File: config.mk
export PLATFORM = sky130hd
export DESIGN_NAME = fetcher
export DESIGN_NICKNAME = d
export VERILOG_FILES = /design/src/rtl/fetcher.sv
export SDC_FILE = /design/constraint.sdc
export NUM_CORES = 1
export LEC_CHECK = 0
export ABC_CLOCK_PERIOD_IN_PS = 7620
export CORE_MARGIN = 2
export CORE_UTILIZATION = 35
export DETAILED_ROUTE_END_ITERATION = 10
export PLACE_DENSITY = 0.69
export SLEW_MARGIN = 20
export SYNTH_ARGS = -nofsm -noshare
export SYNTH_HDL_FRONTEND = slang
export SYNTH_SLANG_ARGS = --single-unit
File: constraint.sdc
create_clock -name clk -period 7.62 [get_ports clk]
set_input_delay 1.524 -clock clk [delete_from_list [all_inputs] [get_ports clk]]
set_output_delay 1.524 -clock clk [all_outputs]
set_load 0.03 [all_outputs]
File: src/rtl/fetcher.sv
// Instruction fetcher: issues one icache request at a time, hands each returned word to the
// branch predictor, and pushes it to the instruction queue. Define FETCH_BR_PREDICT_EN to trust pd_tk.
module fetcher #(
    parameter logic [31:0] RESET_PC = 32'h0
) (
    input  logic        clk,
    input  logic        rst,
    input  logic        rdy,
    output logic        ic_req,
    output logic [31:0] ic_pc,
    input  logic        ic_valid,
    input  logic [31:0] ic_inst,
    output logic [31:0] pd_pc,
    output logic [31:0] pd_inst,
    input  logic        pd_tk,
    input  logic [31:0] pd_off,
    input  logic        iq_full,
    output logic        iq_push,
    output logic [31:0] iq_inst,
    output logic [31:0] iq_pc,
    output logic        iq_tk,
    input  logic        fl_ena,
    input  logic [31:0] fl_pc
);

    typedef enum logic [1:0] {S_REQ, S_WAIT, S_HOLD, S_DROP} state_e;

    state_e      state_q, state_d;
    logic [31:0] pc_q, pc_d;
    logic [31:0] buf_q, buf_d;

    logic [31:0] cur_inst;
    logic        eff_tk;
    logic [31:0] next_pc;
    logic        req;
    logic        push;

    // The word under consideration: live response while waiting, buffered copy otherwise.
    assign cur_inst = (state_q == S_WAIT) ? ic_inst : buf_q;

`ifdef FETCH_BR_PREDICT_EN
    assign eff_tk = pd_tk;
`else
    // Static policy: only unconditional JAL redirects; conditional branches fall through.
    logic unused_pd_tk;
    assign unused_pd_tk = pd_tk;
    assign eff_tk = (cur_inst[6:0] == 7'h6f);
`endif

    assign next_pc = eff_tk ? (pc_q + pd_off) : (pc_q + 32'd4);

    always_comb begin
        state_d = state_q;
        pc_d    = pc_q;
        buf_d   = buf_q;
        req     = 1'b0;
        push    = 1'b0;
        if (rdy) begin
            if (fl_ena) begin
                // A request already in flight must be absorbed before refetching.
                pc_d = fl_pc;
                case (state_q)
                    S_WAIT:  state_d = ic_valid ? S_REQ : S_DROP;
                    S_DROP:  state_d = ic_valid ? S_REQ : S_DROP;
                    default: state_d = S_REQ;
                endcase
            end else begin
                case (state_q)
                    S_REQ: begin
                        req     = 1'b1;
                        state_d = S_WAIT;
                    end
                    S_WAIT: begin
                        if (ic_valid) begin
                            if (!iq_full) begin
                                push    = 1'b1;
                                pc_d    = next_pc;
                                state_d = S_REQ;
                            end else begin
                                buf_d   = ic_inst;
                                state_d = S_HOLD;
                            end
                        end
                    end
                    S_HOLD: begin
                        if (!iq_full) begin
                            push    = 1'b1;
                            pc_d    = next_pc;
                            state_d = S_REQ;
                        end
                    end
                    S_DROP: begin
                        if (ic_valid) state_d = S_REQ;
                    end
                    default: state_d = S_REQ;
                endcase
            end
        end
    end

    always_ff @(posedge clk) begin
        if (rst) begin
            state_q <= S_REQ;
            pc_q    <= RESET_PC;
            buf_q   <= 32'h0;
        end else begin
            state_q <= state_d;
            pc_q    <= pc_d;
            buf_q   <= buf_d;
        end
    end

    assign ic_req  = req & ~rst;
    assign ic_pc   = pc_q;
    assign pd_pc   = pc_q;
    assign pd_inst = rst ? 32'h0 : cur_inst;
    assign iq_push = push & ~rst;
    assign iq_inst = iq_push ? cur_inst : 32'h0;
    assign iq_pc   = iq_push ? pc_q : 32'h0;
    assign iq_tk   = iq_push & eff_tk;

endmodule
==> run metrics <==
H-Tree Depth=3; row cnt=49; Routed WL=23.5 mm; DRT Pass-1 Iters=5; # IOs=266; Core Area=0.0180 sq mm; DRC=0; Via density=5.40; CP Launch Type=input port; Cell Chain, Critical Path=clkdlybuf4s50_1, nand2_1, or4b_2, buf_4, inv_1, and2_1, clkdlybuf4s50_1; Final period util=85.6%; WP buf/inv=4; Yosys warning total=0; relative slew slack=40.6%; Synth Register Bits=66; CP max FO=39; die width=140 um; Finished Layout Cells=1,349; status=complete, no violations; number of synthesized flops with an enable pin=0; Hold Path Class=flip-flop to flip-flop; cts repair resizes=0; reg2reg end=ic_pc[31]$_SDFFE_PP0P_; GPL Wtd Cong=0.925; RSZ-0062 raised after global routing=no; final worst path period need=6.53 ns; WP depth=7; Tot Pwr=1.18 mW; most common cell after layout, fill and taps aside=clkdlybuf4s50_1; peak supply drop=0.126 mV; layout cells sized above 1=4.38%; first-pass GRT wire length=36.9 mm; Initial DRC Count=431; CTS buffer count=9; f_max=153 MHz; Setup CP Type=input port to output port; cell count after placement=1,334; # setup viols final=0; Clk Latency, worst-skew pair=0.34 ns; # diodes=0; worst clock skew=0.00773 ns; Top FF cell, synth=dfxtp_1; reg2reg setup slack=4.22 ns; Worst path most repeated cell=clkdlybuf4s50_1; mapped cell area=0.00644 sq mm; Num Clock Sinks=66; Fill cells=1,785; Initial Utilization=35.7%; initial antenna violation count=0; worst path required time=6.10 ns; Die ar.=0.0195 sq mm; Setup Fix Bufs, Post-CTS=0; number of nets in the layout=1,257; Crit-path slowest cell=clkdlybuf4s50_1; Multi-input gate area=0.00461 sq mm; worst setup path endpoint=iq_pc[20]; DP HPWL=17.2 mm; IO buf count=264; Pwr Density=127 mW/mm^2; CTS tree=built; Detail Route Antenna Nets=0; leak pwr=3.41 nW; synthesized netlist cell count=919; Syn Area/Cell=7.00 sq um; largest net degree at the start of global routing=51; Max clock buf depth=2; fin util=51.4%; CTS root buf=clkbuf_16; GR Util All Layers=23.4%; area delta synth->final=43.8%; grt ovf=0; Worst-Margin Slew=0.883 ns; critical path's top delay family=buffers and inverters; # hold bufs at CTS=0; register area=0.00132 sq mm; setup ws final=1.09 ns; WL/cell=17.5 um; highest-count cells in the layout ignoring fill and taps=clkdlybuf4s50_1 (262), nand2_1 (140), nor2_1 (123); final hold violations=0; via count=7,281; syn_nets=1,060; Worst R2R Start=state_q[1]$_SDFFE_PP0P_; TNS Setup=0 ns; Max Slew Vio Count=0; Distinct cells, synth=75; vias in the first global route=7,005; Seq/Total Area, Yosys=20.5%; Worst EP arrival=5.00 ns; max-capacitance violation count=0; DIE HEIGHT=140 um; worst r2r path cells=12; fraction of registers with async set/reset=0%; clk slew on worst S/H paths=0.06 ns; Place WS=1.08 ns; CP peak stage delay=0.85 ns; Setup crit start=rdy; critical path endpoint category=output port
[through the flow]
| step | area, sq um | hold slack, ns |
|---|---|---|
| finish | 9260 | 0.454 |
| global route | 9260 | 0.480 |
| CTS | 9260 | 0.455 |
| detailed placement | 8990 | 0.447 |
| global placement | 8990 | 0.440 |
| floorplan | 6440 | 0.432 |
[sequential cells by signal (all words and copies together) (netlist names)]
| signal | count |
|---|---|
| buf_q | 32 |
| state_q | 2 |
| ic_pc | 32 |
[power breakdown]
part | internal (mW) | leakage [nW] | total (mW) | switching (mW)
sequential | 0.357 | 0.536 | 0.383 | 0.0253
combinational | 0.177 | 2.74 | 0.398 | 0.221
clock | 0.226 | 0.134 | 0.397 | 0.171
total | 0.760 | 3.41 | 1.18 | 0.418
[cell families (layout without fill, tap and decap cells)]
family	after synthesis	after routing	synth area share (%)
xor gates and xnor gates	41	41	5.58
muxes	33	33	5.13
and+or+nand+nor	390	390	28.1
DFF	66	66	20.5
buffers and inverters	105	306	8.01
adders and majority gates	38	38	7.50
AOI/OAI and AO/OA	246	246	25.2
[final cells by class]
| type | count | area share (%) |
|---|---|---|
| clock buffers | 10 | 2.58 |
| well taps | 229 | 3.10 |
| flip-flops and latches | 66 | 14.3 |
| multi-input cells | 748 | 49.8 |
| repair buffers | 274 | 29.2 |
| inverters | 17 | 0.689 |
| clock inverters | 5 | 0.338 |
[worst reg2reg max path: cells and delay by family (launching register included)]
kind	cells	cell delay, ns
adders and majority gates	1	0.19
buffers and inverters	3	0.95
and+or+nand+nor	5	1.56
DFF	1	0.34
AOI/OAI and AO/OA	3	0.31
[worst min-delay path by stage]
stage                                from               endpoint  slack, ns  depth (start not counted)
CTS                 buf_q[6]$_SDFFE_PP0P_  buf_q[6]$_SDFFE_PP0P_       0.46                          2
global placement    buf_q[6]$_SDFFE_PP0P_  buf_q[6]$_SDFFE_PP0P_       0.44                          2
global route        buf_q[6]$_SDFFE_PP0P_  buf_q[6]$_SDFFE_PP0P_       0.48                          2
detailed placement  buf_q[6]$_SDFFE_PP0P_  buf_q[6]$_SDFFE_PP0P_       0.45                          2
finish              buf_q[6]$_SDFFE_PP0P_  buf_q[6]$_SDFFE_PP0P_       0.45                          2
floorplan           buf_q[6]$_SDFFE_PP0P_  buf_q[6]$_SDFFE_PP0P_       0.43                          2
[Yosys cell counts (2+ instances only)]
library cell    n  area share [%]
a221o_1         2            0.31
dfxtp_1        66              21
a2111oi_0       4            0.54
or4b_1          2            0.31
nand4_1        13             1.3
a211o_1         5            0.68
and2_1         28             2.7
and3_1          8            0.78
a221oi_1        3            0.41
nand2_1       140             8.2
or4_1           2            0.23
o211ai_1       16             1.9
o311ai_0        4            0.54
o21bai_1        6            0.70
o2111ai_1       2            0.27
a31oi_1         7            0.68
inv_1          17            0.99
buf_1           9            0.52
or3_1           3            0.29
xor2_1         21             2.9
a21o_1         23             2.7
o21a_1          7            0.82
o41ai_1         3            0.41
nand3_1        19             1.5
o22ai_1         5            0.49
nand2b_1       11             1.1
clkbuf_1       46             2.7
nor3_1         11            0.86
mux2i_1        33             5.1
nor2_1        124             7.2
o21ai_1         4            0.31
nand3b_1        2            0.23
ha_1           37             7.2
buf_4          32             3.7
a21oi_1        87             6.8
and4_1          5            0.68
or2_2           3            0.29
xnor2_1        20             2.7
nor4_1          3            0.29
a211oi_1       12             1.4
and2b_1         2            0.23
nor2b_1         3            0.29
o21ai_0        37             2.9
[layer usage]
layer | GRT usage, % | part of all wire, % | vias to the layer above
met5 | 0 | 0 | -
met4 | 6.00 | 1.4 | 0
met3 | 5.54 | 8.1 | 26
met2 | 40.1 | 47 | 291
met1 | 29.6 | 44 | 3366
li1 | - | - | 3598
Power figures use the tool's default switching activity.
